## config.mk

```make
export PLATFORM = sky130hd
export DESIGN_NAME = disp_colr_adapt_flat
export DESIGN_NICKNAME = d
export VERILOG_FILES = /design/src/rtl/disp_colr_if.sv /design/src/rtl/disp_colr_adapt.sv /design/src/flat_wrapper.sv
export SDC_FILE = /design/constraint.sdc
export NUM_CORES = 1
export LEC_CHECK = 0
export CAP_MARGIN = 10
export CORE_MARGIN = 5
export CORE_UTILIZATION = 34
export CTS_BUF_LIST = sky130_fd_sc_hd__clkbuf_16
export CTS_CLUSTER_DIAMETER = 200
export DETAILED_ROUTE_END_ITERATION = 8
export GPL_TIMING_DRIVEN = 0
export PLACE_DENSITY = 0.8
export SLEW_MARGIN = 40
export SYNTH_ARGS = -nofsm -noshare
export SYNTH_HDL_FRONTEND = slang
export SYNTH_SLANG_ARGS = --single-unit
```

## constraint.sdc

```tcl
create_clock -name clk_pix -period 0.9 [get_ports clk_pix]
set_clock_uncertainty 0.05 [all_clocks]
set_input_delay 0.09 -clock clk_pix [delete_from_list [all_inputs] [get_ports clk_pix]]
set_output_delay 0.09 -clock clk_pix [all_outputs]
set_load 0.05 [all_outputs]
```

## src/rtl/disp_colr_if.sv

```systemverilog
// Display-side pixel bus into the colour-depth adapter and its aligned output.
// The master drives the disp_* timing, coordinates and colour. The slave returns the out_* signals.
interface disp_colr_if #(
   parameter int BPC_IN  = 5,
   parameter int BPC_OUT = 8,
   parameter int CORDW   = 16
);
   logic [1:0]              mode;
   logic signed [CORDW-1:0] disp_x;
   logic signed [CORDW-1:0] disp_y;
   logic                    disp_hsync;
   logic                    disp_vsync;
   logic                    disp_de;
   logic                    disp_frame;
   logic [BPC_IN-1:0]       disp_r;
   logic [BPC_IN-1:0]       disp_g;
   logic [BPC_IN-1:0]       disp_b;
   logic                    out_hsync;
   logic                    out_vsync;
   logic                    out_de;
   logic                    out_frame;
   logic [BPC_OUT-1:0]      out_r;
   logic [BPC_OUT-1:0]      out_g;
   logic [BPC_OUT-1:0]      out_b;

   modport master (
      output mode, disp_x, disp_y, disp_hsync, disp_vsync, disp_de, disp_frame,
             disp_r, disp_g, disp_b,
      input  out_hsync, out_vsync, out_de, out_frame, out_r, out_g, out_b
   );

   modport slave (
      input  mode, disp_x, disp_y, disp_hsync, disp_vsync, disp_de, disp_frame,
             disp_r, disp_g, disp_b,
      output out_hsync, out_vsync, out_de, out_frame, out_r, out_g, out_b
   );
endinterface

```

## src/rtl/disp_colr_adapt.sv

```systemverilog
// Two-stage colour-depth adapter. It expands by MSB-first bit replication, or it reduces
// with optional 4x4 Bayer dithering. Dithering is either static or rotated once per frame.
module disp_colr_adapt #(
   parameter int BPC_IN  = 5,
   parameter int BPC_OUT = 8,
   parameter int CORDW   = 16
) (
   input  logic        clk_pix,
   input  logic        rst_pix,
   disp_colr_if.slave  bus
);
   localparam bit EXPAND = (BPC_OUT >= BPC_IN);
   localparam int D_SH   = EXPAND ? 1 : BPC_IN - BPC_OUT;
   localparam int TS_SH  = 4 - D_SH;
   localparam int MAXO   = (1 << BPC_OUT) - 1;
   localparam logic [3:0] BAYER [16] = '{4'd0, 4'd8, 4'd2, 4'd10, 4'd12, 4'd4, 4'd14, 4'd6,
                                        4'd3, 4'd11, 4'd1, 4'd9, 4'd15, 4'd7, 4'd13, 4'd5};

   if (!EXPAND && (BPC_IN - BPC_OUT > 4)) begin : g_bad_depth
      $error("disp_colr_adapt: depth reduction must be 1..4 bits");
   end

   function automatic logic [BPC_OUT-1:0] expand_c(input logic [BPC_IN-1:0] c);
      logic [BPC_OUT-1:0] res;
      for (int i = 0; i < BPC_OUT; i++) begin
         res[BPC_OUT-1-i] = c[BPC_IN-1-(i % BPC_IN)];
      end
      return res;
   endfunction

   // The extra sum bit absorbs the carry, so a bright pixel clamps instead of wrapping.
   function automatic logic [BPC_OUT-1:0] reduce_sat(input logic [BPC_IN-1:0] c,
                                                     input logic [3:0] ts);
      logic [BPC_IN:0] sum;
      logic [BPC_IN:0] shv;
      sum = {1'b0, c} + (BPC_IN+1)'(ts);
      shv = sum >> D_SH;
      if (shv > (BPC_IN+1)'(MAXO)) return BPC_OUT'(MAXO);
      return BPC_OUT'(shv);
   endfunction

   logic [1:0]         mode_q, mode_d, f_q, f_d;
   logic [1:0]         xi, yi;
   logic [BPC_IN-1:0]  r_p1_q, r_p1_d, g_p1_q, g_p1_d, b_p1_q, b_p1_d;
   logic [3:0]         ts_p1_q, ts_p1_d;
   logic [2:0]         sync_p1_q, sync_p1_d;
   logic               vld_p1_q, vld_p1_d;
   logic [BPC_OUT-1:0] r_p2_q, r_p2_d, g_p2_q, g_p2_d, b_p2_q, b_p2_d;
   logic [2:0]         sync_p2_q, sync_p2_d;
   logic               vld_p2_q, vld_p2_d;
   logic               unused_coord;

   assign unused_coord = ^{bus.disp_x[CORDW-1:2], bus.disp_y[CORDW-1:2]};

   always_comb begin
      mode_d = mode_q;
      f_d    = f_q;
      if (bus.disp_frame) begin
         mode_d = bus.mode;
         f_d    = f_q + 2'd1;
      end
      xi = bus.disp_x[1:0];
      yi = bus.disp_y[1:0];
      if (mode_q == 2'b10) begin
         xi = xi + f_q;
         yi = yi + f_q;
      end
      // Stage 1: capture colour, timing and the per-pixel threshold
      ts_p1_d   = (mode_q == 2'b00) ? 4'd0 : (BAYER[{yi, xi}] >> TS_SH);
      r_p1_d    = bus.disp_r;
      g_p1_d    = bus.disp_g;
      b_p1_d    = bus.disp_b;
      sync_p1_d = {bus.disp_hsync, bus.disp_vsync, bus.disp_frame};
      vld_p1_d  = bus.disp_de;
      // Stage 2: depth conversion and blanking
      sync_p2_d = sync_p1_q;
      vld_p2_d  = vld_p1_q;
      r_p2_d    = '0;
      g_p2_d    = '0;
      b_p2_d    = '0;
      if (vld_p1_q) begin
         r_p2_d = EXPAND ? expand_c(r_p1_q) : reduce_sat(r_p1_q, ts_p1_q);
         g_p2_d = EXPAND ? expand_c(g_p1_q) : reduce_sat(g_p1_q, ts_p1_q);
         b_p2_d = EXPAND ? expand_c(b_p1_q) : reduce_sat(b_p1_q, ts_p1_q);
      end
   end

   always_ff @(posedge clk_pix) begin
      if (rst_pix) begin
         mode_q    <= '0;
         f_q       <= '0;
         r_p1_q    <= '0;
         g_p1_q    <= '0;
         b_p1_q    <= '0;
         ts_p1_q   <= '0;
         sync_p1_q <= '0;
         vld_p1_q  <= 1'b0;
         r_p2_q    <= '0;
         g_p2_q    <= '0;
         b_p2_q    <= '0;
         sync_p2_q <= '0;
         vld_p2_q  <= 1'b0;
      end else begin
         mode_q    <= mode_d;
         f_q       <= f_d;
         r_p1_q    <= r_p1_d;
         g_p1_q    <= g_p1_d;
         b_p1_q    <= b_p1_d;
         ts_p1_q   <= ts_p1_d;
         sync_p1_q <= sync_p1_d;
         vld_p1_q  <= vld_p1_d;
         r_p2_q    <= r_p2_d;
         g_p2_q    <= g_p2_d;
         b_p2_q    <= b_p2_d;
         sync_p2_q <= sync_p2_d;
         vld_p2_q  <= vld_p2_d;
      end
   end

   assign bus.out_hsync = sync_p2_q[2];
   assign bus.out_vsync = sync_p2_q[1];
   assign bus.out_frame = sync_p2_q[0];
   assign bus.out_de    = vld_p2_q;
   assign bus.out_r     = r_p2_q;
   assign bus.out_g     = g_p2_q;
   assign bus.out_b     = b_p2_q;
endmodule

```

## src/flat_wrapper.sv

```systemverilog
// flat-port wrapper written by rule: the top's interface ports become plain ports
module disp_colr_adapt_flat 
#(
   parameter int BPC_IN  = 5,
   parameter int BPC_OUT = 8,
   parameter int CORDW   = 16
)
  (clk_pix, rst_pix, bus_mode, bus_disp_x, bus_disp_y, bus_disp_hsync, bus_disp_vsync, bus_disp_de, bus_disp_frame, bus_disp_r, bus_disp_g, bus_disp_b, bus_out_hsync, bus_out_vsync, bus_out_de, bus_out_frame, bus_out_r, bus_out_g, bus_out_b);
  disp_colr_if #(.BPC_IN(BPC_IN), .BPC_OUT(BPC_OUT), .CORDW(CORDW)) bus_i ();
  input  logic clk_pix;
  input  logic rst_pix;
  input wire logic [$bits(bus_i.mode)-1:0] bus_mode;
  input wire logic [$bits(bus_i.disp_x)-1:0] bus_disp_x;
  input wire logic [$bits(bus_i.disp_y)-1:0] bus_disp_y;
  input wire logic [$bits(bus_i.disp_hsync)-1:0] bus_disp_hsync;
  input wire logic [$bits(bus_i.disp_vsync)-1:0] bus_disp_vsync;
  input wire logic [$bits(bus_i.disp_de)-1:0] bus_disp_de;
  input wire logic [$bits(bus_i.disp_frame)-1:0] bus_disp_frame;
  input wire logic [$bits(bus_i.disp_r)-1:0] bus_disp_r;
  input wire logic [$bits(bus_i.disp_g)-1:0] bus_disp_g;
  input wire logic [$bits(bus_i.disp_b)-1:0] bus_disp_b;
  output wire logic [$bits(bus_i.out_hsync)-1:0] bus_out_hsync;
  output wire logic [$bits(bus_i.out_vsync)-1:0] bus_out_vsync;
  output wire logic [$bits(bus_i.out_de)-1:0] bus_out_de;
  output wire logic [$bits(bus_i.out_frame)-1:0] bus_out_frame;
  output wire logic [$bits(bus_i.out_r)-1:0] bus_out_r;
  output wire logic [$bits(bus_i.out_g)-1:0] bus_out_g;
  output wire logic [$bits(bus_i.out_b)-1:0] bus_out_b;
  assign bus_i.mode = bus_mode;
  assign bus_i.disp_x = bus_disp_x;
  assign bus_i.disp_y = bus_disp_y;
  assign bus_i.disp_hsync = bus_disp_hsync;
  assign bus_i.disp_vsync = bus_disp_vsync;
  assign bus_i.disp_de = bus_disp_de;
  assign bus_i.disp_frame = bus_disp_frame;
  assign bus_i.disp_r = bus_disp_r;
  assign bus_i.disp_g = bus_disp_g;
  assign bus_i.disp_b = bus_disp_b;
  assign bus_out_hsync = bus_i.out_hsync;
  assign bus_out_vsync = bus_i.out_vsync;
  assign bus_out_de = bus_i.out_de;
  assign bus_out_frame = bus_i.out_frame;
  assign bus_out_r = bus_i.out_r;
  assign bus_out_g = bus_i.out_g;
  assign bus_out_b = bus_i.out_b;
  disp_colr_adapt #(.BPC_IN(BPC_IN), .BPC_OUT(BPC_OUT), .CORDW(CORDW)) u_core (.clk_pix(clk_pix), .rst_pix(rst_pix), .bus(bus_i));
endmodule
```

Yosys cells after proc, flatten, opt, wreduce, memory -nomap -nowiden
Cells that the tools add are included.
- input port bits: 55
- register bits after elaboration: 47
- output and inout bits: 28
- word-level logic and storage cells: 12
- reductions and logical operators: 1
- bitwise logic cells: 1
- operators with widths (operator ; count):
    $reduce_or 2->1 ; 1
    $not 1->1 ; 1

Longest topological paths before layout
Gate-level depths: netlist of the first run.
- depth after elaboration: 2
- gate-level depth with buffers: 3
- depth with buffers taken out: 1

Worst setup path after synthesis of the first run
No wires, ideal clock.
- path kind: register -> output
- start: register u_core.b_p2_q[5], in the netlist u_core.bus.out_b[5]
- end: output port bus_out_b[5]
- required time: 0.760 ns
- setup slack: -0.134 ns
- path buffers: 1
- stages on the path, launching flop included: 2
- arrival time: 0.894 ns
- cells stage by stage: dfxtp_1 -> buf_4
- RTL lines (what ; RTL line ; source):
    start: declaration ; disp_colr_adapt.sv:48 ; logic [BPC_OUT-1:0] r_p2_q, r_p2_d, g_p2_q, g_p2_d, b_p2_q, b_p2_d;
    start signal: assignment ; disp_colr_adapt.sv:114 ; b_p2_q <= b_p2_d;
    end: declaration ; flat_wrapper.sv:28 ; output wire logic [$bits(bus_i.out_b)-1:0] bus_out_b;
No word-level cell between the ends.

==> run metrics, run 1 <==
status=finished with violations; failing checks=negative setup slack; initial antenna violation count=0; Seq cells post-synth=38; multi-input gate area in the final layout=325 sq um; Pwr per Cell Area=2080 mW/mm^2; CP cell instances=buf_6, buf_8; Critical Path Max Stage Delay=0.36 ns; DRC=0; WL final=2600 um; worst min path class=in2reg; CP startpoint=u_core.bus.out_g[2]; DIE AREA=0.00483 sq mm; Die Wd=69.5 um; Avg Cell Area, Syn=13.4 sq um; core box area=0.00339 sq mm; Max Root-Sink Buffers=2; crit-path leading delay family=flip-flops; vias in the first global route=877; Final Util=0.615; Reg area=785 sq um; max-slew violations=0; R2R depth=2; Post-Synthesis Cells=90; # IOs=83; syn nets=145; P_leak=0.942 nW; fillers=250; r2r endpoint=u_core.bus.out_b[3]; Synth cell types=7; critical path endpoint=bus_out_g[7]; IO buf count=47; share of cells above drive strength 1=0.607; WL/cell=13.6 um; Levels on crit path=2; sequential element share of the synthesized area=0.632; final setup margin=-0.108 ns; dpl hpwl=1740 um; Worst-path clk slew=0.06 ns; root buf cell=clkbuf_16; critical path class=reg2out; final setup vio count=18; Power Total=0.00433 W; GP Congestion=0.638; area grow syn2layout=73.2%; GRT overflow=0; worst reg2reg path startpoint=u_core.vld_p1_q; cts bufs inserted=5; Routed Antenna Nets=0; Final min period=1.01 ns; GRT Overall Usage=0.112; Chip Height=69.5 um; final number of hold-violating endpoints=0; global-route wire length before repair=4200 um; Starting Density=0.355; clock sink count=38; Setup Fix Bufs, Post-CTS=0; ant diodes=0; Arr. time, crit path=0.87 ns; site row count=21; sum of buffers and inverters on the critical path=2; R2R Setup Slk=0.05 ns; max cap viols=0; Synth Cell Area=0.00120 sq mm; Worst-Margin Slew=0.133 ns; CP endpoint kind=output pin; worst-skew pair later-pin latency=0.27 ns; final worst path period share=1.12; normalized max-slew margin=0.911; WP data required=0.76 ns; final net count=199; DRT Pass-1 Iters=2; CTS tree=built; Max FO, Critical Path=2; largest net degree at the start of global routing=13; drt via density=4.00; type of origin of the critical path=flip-flop; unrepaired setup endpoints after global routing=true; Max Clock Freq=992 MHz; via count=764; DR iter-0 viols=10; Synth Warn #=0; CTS H-tree lvls=2; Peak VDD IR=0.00107 V; Slowest cell on crit path=dfxtp_2
-- sequential cells by signal, summed over array words and instances (netlist names) --
| name | cells |
|---|---|
| u_core.g_p1_q | 5 |
| u_core.bus.out_g | 5 |
| u_core.b_p1_q | 5 |
| u_core.sync_p2_q | 3 |
| u_core.r_p1_q | 5 |
| u_core.vld_p1_q | 1 |
| u_core.bus.out_b | 5 |
| u_core.bus.out_de | 1 |
| u_core.sync_p1_q | 3 |
| u_core.bus.out_r | 5 |
-- worst min-delay path by stage --
stage,from,to,depth (start not counted)
finish,rst_pix,u_core.r_p1_q[0],2
CTS,rst_pix,u_core.r_p1_q[0],2
global route,rst_pix,u_core.r_p1_q[2],2
floorplan,bus_disp_r[0],u_core.r_p1_q[0],1
detailed placement,rst_pix,u_core.r_p1_q[0],2
global placement,rst_pix,u_core.r_p1_q[0],2
-- timing repair --
| item | CTS | global route |
|---|---|---|
| endpoints found under the hold margin | 0 | 0 |
| setup endpoints to repair | 28 | 37 |
| hold buffers | 0 | 0 |
| gates resized for setup | 208 | 26 |
-- layout make-up --
class                      instances  area share
sequential                        38       0.376
timing repair buffer              47       0.277
clock buffer                       5      0.0600
multi-input combinational         38       0.156
clock inverter                     3      0.0306
buffer                            14      0.0726
tap                               46      0.0276
-- power breakdown --
group	switching (W)	internal, W	total [W]
Clock	0.000608	0.00158	0.00218
Sequential	0.0000268	0.00175	0.00178
Combinational	0.000161	0.000209	0.000370
Total	0.000796	0.00354	0.00433
-- cells by family (layout without fill, tap and decap cells) --
family	count (synthesis)	count (layout)	synth area share
and+or+nand+nor	38	38	0.270
DFF	38	38	0.632
buffers and inverters	14	69	0.0977
-- cell usage in the layout, fill, tap and decap left out --
master           synthesis  layout
clkinv_1                 0       1
clkbuf_16                0       5
clkdlybuf4s50_1          0      19
bufinv_16                0       2
dfxtp_2                  0      19
and3b_1                 15      15
buf_6                    4      22
nor2b_2                 20      20
buf_8                    0      19
dfxtp_1                 38      19
buf_2                    1       1
nor2b_1                  3       3
-- layer usage --
layer	vias to the layer above	GRT usage	wire [um]
met5	-	0	0
met4	0	0.0651	59
met3	5	0.0333	152
met2	28	0.206	1490
met1	350	0.111	899
li1	381	-	-
-- metrics by stage --
stage / hold WS, ns / instances / TNS, ns / setup slack [ns] / area [sq um]
final: 0.0292 / 191 / -0.969 / -0.108 / 2080
after global routing: 0.0507 / 191 / -1.59 / -0.140 / 2080
after CTS: 0.0288 / 191 / -1.06 / -0.0945 / 2010
after detailed placement: 0.314 / 183 / -10.23 / -0.446 / 1740
after global placement: 0.304 / 183 / -10.08 / -0.426 / 1740
after floorplan: 0.168 / 90 / 0 / 0.0425 / 1210
-- synth_stat cells --
cell type	instances	share of area
and3b_1	15	0.11
buf_2	1	0.0042
buf_4	9	0.056
buf_6	4	0.037
dfxtp_1	38	0.63
nor2b_1	3	0.016
nor2b_2	20	0.15
(Power assumes the default switching activity.)
==> run 2: changes to the inputs <==
--- a/config.mk
+++ b/config.mk
@@ -7,12 +7,13 @@
 export LEC_CHECK = 0
 export CAP_MARGIN = 10
 export CORE_MARGIN = 5
-export CORE_UTILIZATION = 34
+export CORE_UTILIZATION = 58
 export CTS_BUF_LIST = sky130_fd_sc_hd__clkbuf_16
 export CTS_CLUSTER_DIAMETER = 200
 export DETAILED_ROUTE_END_ITERATION = 8
+export DONT_BUFFER_PORTS = 1
 export GPL_TIMING_DRIVEN = 0
-export PLACE_DENSITY = 0.8
+export PLACE_DENSITY = 0.76
 export SLEW_MARGIN = 40
 export SYNTH_ARGS = -nofsm -noshare
 export SYNTH_HDL_FRONTEND = slang
==> run metrics, run 2 (same netlist as run 1, synthesis figures left out) <==
unrepaired setup endpoints after global routing=true (unchanged); max cap viols=0 (unchanged); clock sink count=38 (unchanged); drt via density=4.78 (was 4.00); site row count=16 (was 21); CP cell instances=buf_8 (was buf_6, buf_8); Routed Antenna Nets=0 (unchanged); CP endpoint kind=output pin (unchanged); final net count=171 (was 199); Worst Hold Slack=0.0321 ns (was 0.0292 ns); WP data required=0.76 ns (about the same); DRT Pass-1 Iters=4 (was 2); type of origin of the critical path=flip-flop (unchanged); core box area=0.00196 sq mm (was 0.00339 sq mm); share of cells above drive strength 1=0.513 (was 0.607); IO buf count=0 (was 47); final setup margin=-0.155 ns (was -0.108 ns); max-slew violations=0 (unchanged); global-route wire length before repair=4250 um (was 4200 um); final setup vio count=9 (was 18); DRC=0 (unchanged); most frequent cells in the layout=nor2b_2 (20), dlygate4sd3_1 (19), dfxtp_1 (18) (was buf_6 (22), nor2b_2 (20)); WHS Path Cells=2 (unchanged); # IOs=83 (unchanged); R2R depth=2 (unchanged); Pwr per Cell Area=2310 mW/mm^2 (was 2080 mW/mm^2); Final min period=1.05 ns (was 1.01 ns); Peak VDD IR=0.00228 V (was 0.00107 V); P_leak=0.765 nW (was 0.942 nW); Power Total=0.00399 W (was 0.00433 W); Fin Setup TNS=-1.28 ns (was -0.969 ns); Slowest cell on crit path=dfxtp_4 (was dfxtp_2); Arr. time, crit path=0.91 ns (was 0.87 ns); worst min path class=in2reg (unchanged); final number of hold-violating endpoints=0 (unchanged); Worst-Margin Slew=0.260 ns (was 0.133 ns); post-route design area=0.00173 sq mm (was 0.00208 sq mm); cts bufs inserted=5 (unchanged); Max Clock Freq=948 MHz (was 992 MHz); GRT overflow=0 (unchanged); Setup Fix Bufs, Post-CTS=0 (unchanged); via count=693 (was 764); largest net degree at the start of global routing=12 (was 13); area post-placement=0.00125 sq mm (was 0.00174 sq mm); GP Congestion=0.719 (was 0.638); GRT Overall Usage=0.192 (was 0.112); Starting Density=0.614 (was 0.355); Chip Height=55.6 um (was 69.5 um); Critical Path Max Stage Delay=0.45 ns (was 0.36 ns); crit-path leading delay family=flip-flops (unchanged); Worst-path clk slew=0.06 ns (about the same); Levels on crit path=1 (was 2); CTS H-tree lvls=2 (unchanged); sum of buffers and inverters on the critical path=1 (was 2); DR iter-0 viols=10 (unchanged); worst-skew pair later-pin latency=0.28 ns (was 0.27 ns); normalized max-slew margin=0.827 (was 0.911); root buf cell=clkbuf_16 (unchanged); WL/cell=20.6 um (was 13.6 um); Die Wd=55.6 um (was 69.5 um); failing checks=negative setup slack (unchanged); CTS tree=built (unchanged); critical path class=reg2out (unchanged); Placed Instances=117 (was 183); area grow syn2layout=43.6% (was 73.2%); DIE AREA=0.00309 sq mm (was 0.00483 sq mm); fin cells=145 (was 191); final worst path period share=1.17 (was 1.12); status=finished with violations (unchanged); vias in the first global route=773 (was 877); commonest non-fill, non-tap cell in the layout=nor2b_2 (was buf_6); Max Root-Sink Buffers=2 (unchanged); WL final=2990 um (was 2600 um); initial antenna violation count=1 (was 0); Max FO, Critical Path=2 (unchanged); dpl hpwl=1250 um (was 1740 um)
[run 2: cell types whose count changed in the layout (fill, tap and decap cells not counted), sizes merged]
cell           before  now
inv                 0    2
diode               0    1
clkinv              1    0
dlygate4sd3         0   19
buf                42   14
bufinv              2    1
clkdlybuf4s50      19    0
[run 2: area by class of cell]
cell class / instances / area, sq um
sequential: 38 / 828
tap: 27 / 33.8
multi-input combinational: 38 / 325
timing repair buffer: 19 / 190
antenna: 1 / 2.50
buffer: 14 / 185
clock inverter: 3 / 37.5
fill: 82 / 234
clock buffer: 5 / 125
[run 2: timing repair]
action | in CTS | in global routing
endpoints found under the setup margin | 28 | 27
hold endpoints to repair | 19 | 0
pin swaps | 0 | 0
gates cloned | 0 | 0
resized for setup | 38 | 8
hold buffers | 19 | 0
[run 2: path summary, 6_finish.rpt]
kind / start / end / slack, ns
min: rst_pix / u_core.r_p1_q[2] / 0.03
max reg2reg: u_core.vld_p1_q / u_core.bus.out_b[3] / 0.06
min reg2reg: u_core.sync_p1_q[1] / u_core.sync_p2_q[1] / 0.39
max: u_core.bus.out_g[6] / bus_out_g[6] / -0.15
[run 2: metrics by stage]
step	worst slack [ns]	util
CTS	-0.149	0.870
finish	-0.155	0.881
global route	-0.168	0.881
global placement	0.0286	0.636
floorplan	0.0425	-
detailed placement	0.00491	0.636
[run 2: where the power goes]
group	total (W)	internal [W]	leakage, nW	switching, W
sequential	0.00181	0.00171	0.327	0.0000963
combinational	0.000239	0.000140	0.352	0.0000982
clock	0.00194	0.00129	0.0864	0.000656
[run 2: layer usage]
layer | track usage | vias up | share of wire
li1 | - | 326 | -
met1 | 0.205 | 318 | 0.37
met2 | 0.331 | 38 | 0.51
met3 | 0.0723 | 11 | 0.080
met4 | 0.0903 | 0 | 0.043
met5 | 0 | - | 0
